[src/rtl/multi_nch_disp.sv]
// multi_nch_disp: shows one of NCH display channels (ch0 from EN-captured hold registers) on registered outputs.
// Latency: outputs follow the current channel by one clk; auto-scan steps every SCAN_DIV clks.
// Optional feature macro MULTI_NCH_SKIP_EN: adds ch_mask so auto-scan skips channels whose mask bit is clear.
module multi_nch_disp #(
  parameter int NCH = 8,
  parameter int DW = 32,
  parameter int PW = 8,
  parameter int SCAN_DIV = 50000,
  parameter logic [DW-1:0] INIT_DATA = 32'hAA5555AA
) (
  input  logic                     clk,
  input  logic                     rst,
  input  logic                     EN,
  input  logic                     auto,
  input  logic [$clog2(NCH)-1:0]   sel,
  input  logic [NCH*DW-1:0]        data_in,
  input  logic [NCH*PW-1:0]        point_in,
  input  logic [NCH*PW-1:0]        le_in,
`ifdef MULTI_NCH_SKIP_EN
  input  logic [NCH-1:0]           ch_mask,
`endif
  output logic [DW-1:0]            disp_num,
  output logic [PW-1:0]            point_out,
  output logic [PW-1:0]            le_out,
  output logic [$clog2(NCH)-1:0]   ch_out,
  output logic                     scan_tick
);

  localparam int CW = $clog2(NCH);
  localparam int DVW = $clog2(SCAN_DIV);
  localparam logic [DVW-1:0] DIV_LAST = DVW'(SCAN_DIV - 1);

  logic [DW-1:0]  hold_data;
  logic [PW-1:0]  hold_le;
  logic [PW-1:0]  hold_pt;
  logic [CW-1:0]  cur;
  logic [DVW-1:0] div;
  logic [CW-1:0]  man_ch;
  logic [CW-1:0]  nxt_ch;
  logic [DW-1:0]  mux_data;
  logic [PW-1:0]  mux_pt;
  logic [PW-1:0]  mux_le;

  // Manual select, with out-of-range values folded onto channel 0
  always_comb begin
    man_ch = sel;
    if (32'(sel) >= NCH) man_ch = '0;
  end

`ifdef MULTI_NCH_SKIP_EN
  int best;
  int dist;

  // Nearest channel after cur (wrapping, cur itself last) whose mask bit is set; 0 if none
  always_comb begin
    nxt_ch = '0;
    best = NCH + 1;
    dist = 0;
    for (int j = 0; j < NCH; j++) begin
      dist = j - int'(cur);
      if (dist <= 0) dist = dist + NCH;
      if (ch_mask[j] && (dist < best)) begin
        best = dist;
        nxt_ch = CW'(j);
      end
    end
  end
`else
  // Plain round-robin successor of cur
  always_comb begin
    nxt_ch = cur + CW'(1);
    if (cur == CW'(NCH - 1)) nxt_ch = '0;
  end
`endif

  // Channel mux: ch0 comes from the hold registers, the rest straight from the inputs
  always_comb begin
    mux_data = hold_data;
    mux_pt = hold_pt;
    mux_le = hold_le;
    for (int k = 1; k < NCH; k++) begin
      if (cur == CW'(k)) begin
        mux_data = data_in[k*DW +: DW];
        mux_pt = point_in[k*PW +: PW];
        mux_le = le_in[k*PW +: PW];
      end
    end
  end

  // Channel-0 hold registers, captured on EN
  always_ff @(posedge clk) begin
    if (!rst) begin
      hold_data <= INIT_DATA;
      hold_le <= '1;
      hold_pt <= '0;
    end else if (EN) begin
      hold_data <= data_in[DW-1:0];
      hold_le <= le_in[PW-1:0];
      hold_pt <= point_in[PW-1:0];
    end
  end

  // Current channel and scan divider; manual mode parks the divider at 0 so auto restarts cleanly
  always_ff @(posedge clk) begin
    if (!rst) begin
      cur <= '0;
      div <= '0;
      scan_tick <= 1'b0;
    end else if (!auto) begin
      cur <= man_ch;
      div <= '0;
      scan_tick <= 1'b0;
    end else begin
      if (div == DIV_LAST) begin
        div <= '0;
        scan_tick <= 1'b1;
        cur <= nxt_ch;
      end else begin
        div <= div + 1'b1;
        scan_tick <= 1'b0;
      end
`ifdef MULTI_NCH_SKIP_EN
      if (ch_mask == '0) cur <= '0;
`endif
    end
  end

  // Registered display outputs for the channel that was current at this edge
  always_ff @(posedge clk) begin
    if (!rst) begin
      disp_num <= INIT_DATA;
      le_out <= '1;
      point_out <= '0;
      ch_out <= '0;
    end else begin
      disp_num <= mux_data;
      le_out <= mux_le;
      point_out <= mux_pt;
      ch_out <= cur;
    end
  end

endmodule

[config.mk]
export PLATFORM = sky130hd
export DESIGN_NAME = multi_nch_disp
export DESIGN_NICKNAME = d
export VERILOG_FILES = /design/src/rtl/multi_nch_disp.sv
export SDC_FILE = /design/constraint.sdc
export NUM_CORES = 1
export LEC_CHECK = 0
export CAP_MARGIN = 0
export CORE_AREA = 5 5 169 171
export CTS_CLUSTER_DIAMETER = 200
export DETAILED_ROUTE_END_ITERATION = 10
export DIE_AREA = 0 0 174 176
export MAX_ROUTING_LAYER = met4
export PLACE_DENSITY = 0.71
export SLEW_MARGIN = 30
export SYNTH_ARGS = -nofsm -noshare
export SYNTH_HDL_FRONTEND = slang
export SYNTH_SLANG_ARGS = --single-unit
[constraint.sdc]
create_clock -name clk -period 3.2 [get_ports clk]
set_input_delay 0.64 -clock clk [delete_from_list [all_inputs] [get_ports clk]]
set_output_delay 0.64 -clock clk [all_outputs]
set_load 0.05 [all_outputs]
==> flow_summary.ini <==
[power]
combPwrFrac_pct = 29.8
vdd_ir_drop_max_mv = 0.285
clockPowerShare_pct = 38.0
swShare_pct = 30.2
p_leak_nw = 4.73
power_density_mw_per_mm2 = 418
p_int_mw = 3.56
seq_power_share_pct = 32.2
switchingPower_mw = 1.55
finalPower_mw = 5.11

[synthesis]
ys_types = 45
synth_seq_area_share_pct = 34.7
ys.flop_type = dfxtp_1
synth_edf_count = 0
syn_inst = 862
synthesis.nets = 1260
synth_area_mm2 = 0.00687
async_flop_share_pct = 0
yosys_warnings = 0
avgSynthCellArea_um2 = 7.97
synth-seq-cells = 119

[die]
dieArea_mm2 = 0.0306
start_util_pct = 25.7
rows = 60
coreArea_mm2 = 0.0267
die_h_um = 176
die_w_um = 174
io_pins = 443

[setup_path]
rrSetupSlack_ns = 0.63
timing.rr.end = disp_num[19]
arrival_ns = 2.89
cp_slowest_cell = ha_1
r2r_cells = 7
r2r-start = cur[1]
end_kind = register
cp-start-kind = register
worst-setup-path-type = reg2reg
critical-path-top-delay-family = compound AO/OA/AOI/OAI gates
crit_buf_inv = 3
cp.required_ns = 3.53
crit_start = cur[1]
slowest_delay_ns = 0.52
cp_max_fo = 17
cp_cell_sequence = inv_1 -> ha_1 -> inv_2 -> and3_1 -> buf_4 -> a221o_1 -> o32ai_1

[route]
vias = 8729
top_layer = met4
wl_mm = 38.4
drcViolationCount = 0
routed-wl-met3_mm = 3.09
wl_met2_mm = 18.8
avgRoutedWirePerCell_um = 23.7
routed_via_density = 5.38
firstDrtPassIters = 5
ant_nets = 0
drt_first_iter_violations = 706
wl_met1_mm = 15.5

[timing]
hold_viol = 0
setup_viol = 0
tns_ns = 0
clock.fmax_mhz = 390
slew_viol_final = 0
tightest_slew_ns = 0.936
timing.final.ws_setup_ns = 0.635
max_slew_margin_pct = 37.6
fin_crit_ns = 2.57
clock_skew_ns = 0.0175
fin_crit_sh_pct = 80.2
rsz0062_at_grt = false

[placement]
dp_slack_ns = 0.615
hpwl_mm = 29.0
place.gp.congestion = 1.00
port_buffers = 442
placed_area_mm2 = 0.0116

[clock_tree]
insertion_delay_ns = 0.42
cts_tree = yes
cts-buffers-inserted = 17
cts_max_level = 4
ctsResizeCount = 0
root_buffer = clkbuf_16
postCtsSetupRepairBufs = 0
hold_buffers = 0
cts_buffer_depth = 2
cts.clk_slew.worst_paths_ns = 0.07
cts.sinks = 119

[global_routing]
grt_pass1_vias = 8918
grt_antenna_before_repair = 1
grt_use_total_pct = 24.4
grt_overflow_total = 0
grt_max_degree = 49
grt_pass1_wl_mm = 55.5

[worst_hold_path]
whs_path_depth = 1
worst_hold_path.endpoint = div[0]
min-delay-start = div[0]
hp-class = reg2reg

[run_status]
status = finished, final reports clean

[layout]
fin_nets = 1666
layout_common_cells = clkdlybuf4s50_1, dfxtp_1, nor2_1, a21oi_1, nand2_1
final_common_cell = clkdlybuf4s50_1
syn2layout_area_growth_pct = 77.9
multi_input_area_mm2 = 0.00398
final_area_mm2 = 0.0122
fillCellCount = 2575
regArea_mm2 = 0.00238
drive_above_1_share_pct = 7.42

[job]
maxCapViolCount = 0
area by class of cell:
class	instances	area share (%)
flip-flops and latches	119	19.5
clock inverters	10	0.993
repair buffers	469	37.9
diodes	1	0.0205
inverters	58	1.78
multi-input cells	603	32.5
well taps	341	3.49
clock buffers	22	3.80
per-layer routing:
layer  track usage, %  vias up
met5                -        -
met4             7.79        0
met3             4.97       64
met2             40.8      503
met1             29.6     4158
li1                 -     4004
state kept, by name, summed over array words and instances, names as in the netlist:
name and cells:
hold_data 32, hold_pt 8, le_out 8, disp_num 32
cur 3, scan_tick 1, div 16, point_out 8
ch_out 3, hold_le 8
how the worst max path moves through the flow:
| stage | cells after the start | endpoint | slack (ns) |
|---|---|---|---|
| after floorplan | 10 | disp_num[0] | 0.81 |
| after global placement | 7 | disp_num[21] | 0.76 |
| after detailed placement | 7 | disp_num[19] | 0.62 |
| after CTS | 7 | disp_num[19] | 0.60 |
| after global routing | 7 | disp_num[15] | 0.51 |
| final | 7 | disp_num[19] | 0.63 |
cells in the mapped netlist (2+ instances only):
master	count	share of area, %
a22o_1	25	3.2
a32oi_1	24	3.1
nand2b_1	4	0.36
o221a_2	24	3.9
ha_1	7	1.3
o32ai_1	23	2.9
buf_2	4	0.29
dfxtp_1	119	35
nor4_1	3	0.27
inv_1	55	3.0
or3_1	25	2.3
and2_1	2	0.18
a21oi_1	73	5.3
nand2_1	59	3.2
nor2_1	95	5.2
xnor2_1	13	1.7
mux2i_1	49	7.1
nand4_1	3	0.27
nand4bb_1	2	0.33
nand3_1	6	0.44
o21bai_1	24	2.6
buf_1	4	0.22
a221o_1	23	3.3
o22ai_1	26	2.4
clkbuf_1	74	4.0
a211oi_1	23	2.5
o21ai_0	51	3.7
nor3_1	4	0.29
clkinv_1	2	0.11
worst register-to-register path: stages (launching register included):
cell and delay (ns):
dfxtp_1 0.34, inv_1 0.11, ha_1 0.52, inv_2 0.07, and3_1 0.49, buf_4 0.33
a221o_1 0.35, o32ai_1 0.27
through the flow:
step           util [%]  instances  hold slack, ns
2_1_floorplan         -        862           0.430
4_1_cts            45.7       1622           0.475
5_1_grt            45.8       1623           0.496
3_5_place_dp       43.6       1590           0.461
6_report           45.8       1623           0.467
3_3_place_gp       43.6       1590           0.444
power by group through the flow:
| stage | Combinational [mW] | Clock [mW] | Sequential, mW |
|---|---|---|---|
| after floorplan | 0.459 | 0 | 1.90 |
| after global placement | 1.50 | 0 | 1.68 |
| after detailed placement | 1.51 | 0 | 1.68 |
| after CTS | 1.52 | 1.99 | 1.64 |
| after global routing | 1.60 | 2.04 | 1.66 |
| final | 1.52 | 1.94 | 1.65 |
logic make-up (layout without fill, tap and decap cells):
| group | Yosys count | in the layout | synth area share (%) |
|---|---|---|---|
| adder cells (fa/ha/maj) | 7 | 7 | 1.27 |
| AND/OR/NAND/NOR | 210 | 210 | 13.7 |
| buffers and inverters | 140 | 559 | 7.72 |
| XOR/XNOR | 14 | 14 | 1.78 |
| multiplexers | 49 | 49 | 7.14 |
| other | 0 | 1 | 0 |
| flip-flops | 119 | 119 | 34.7 |
| AO/OA/AOI/OAI | 323 | 323 | 33.8 |
Note: power is estimated with default switching activity, not from simulation.
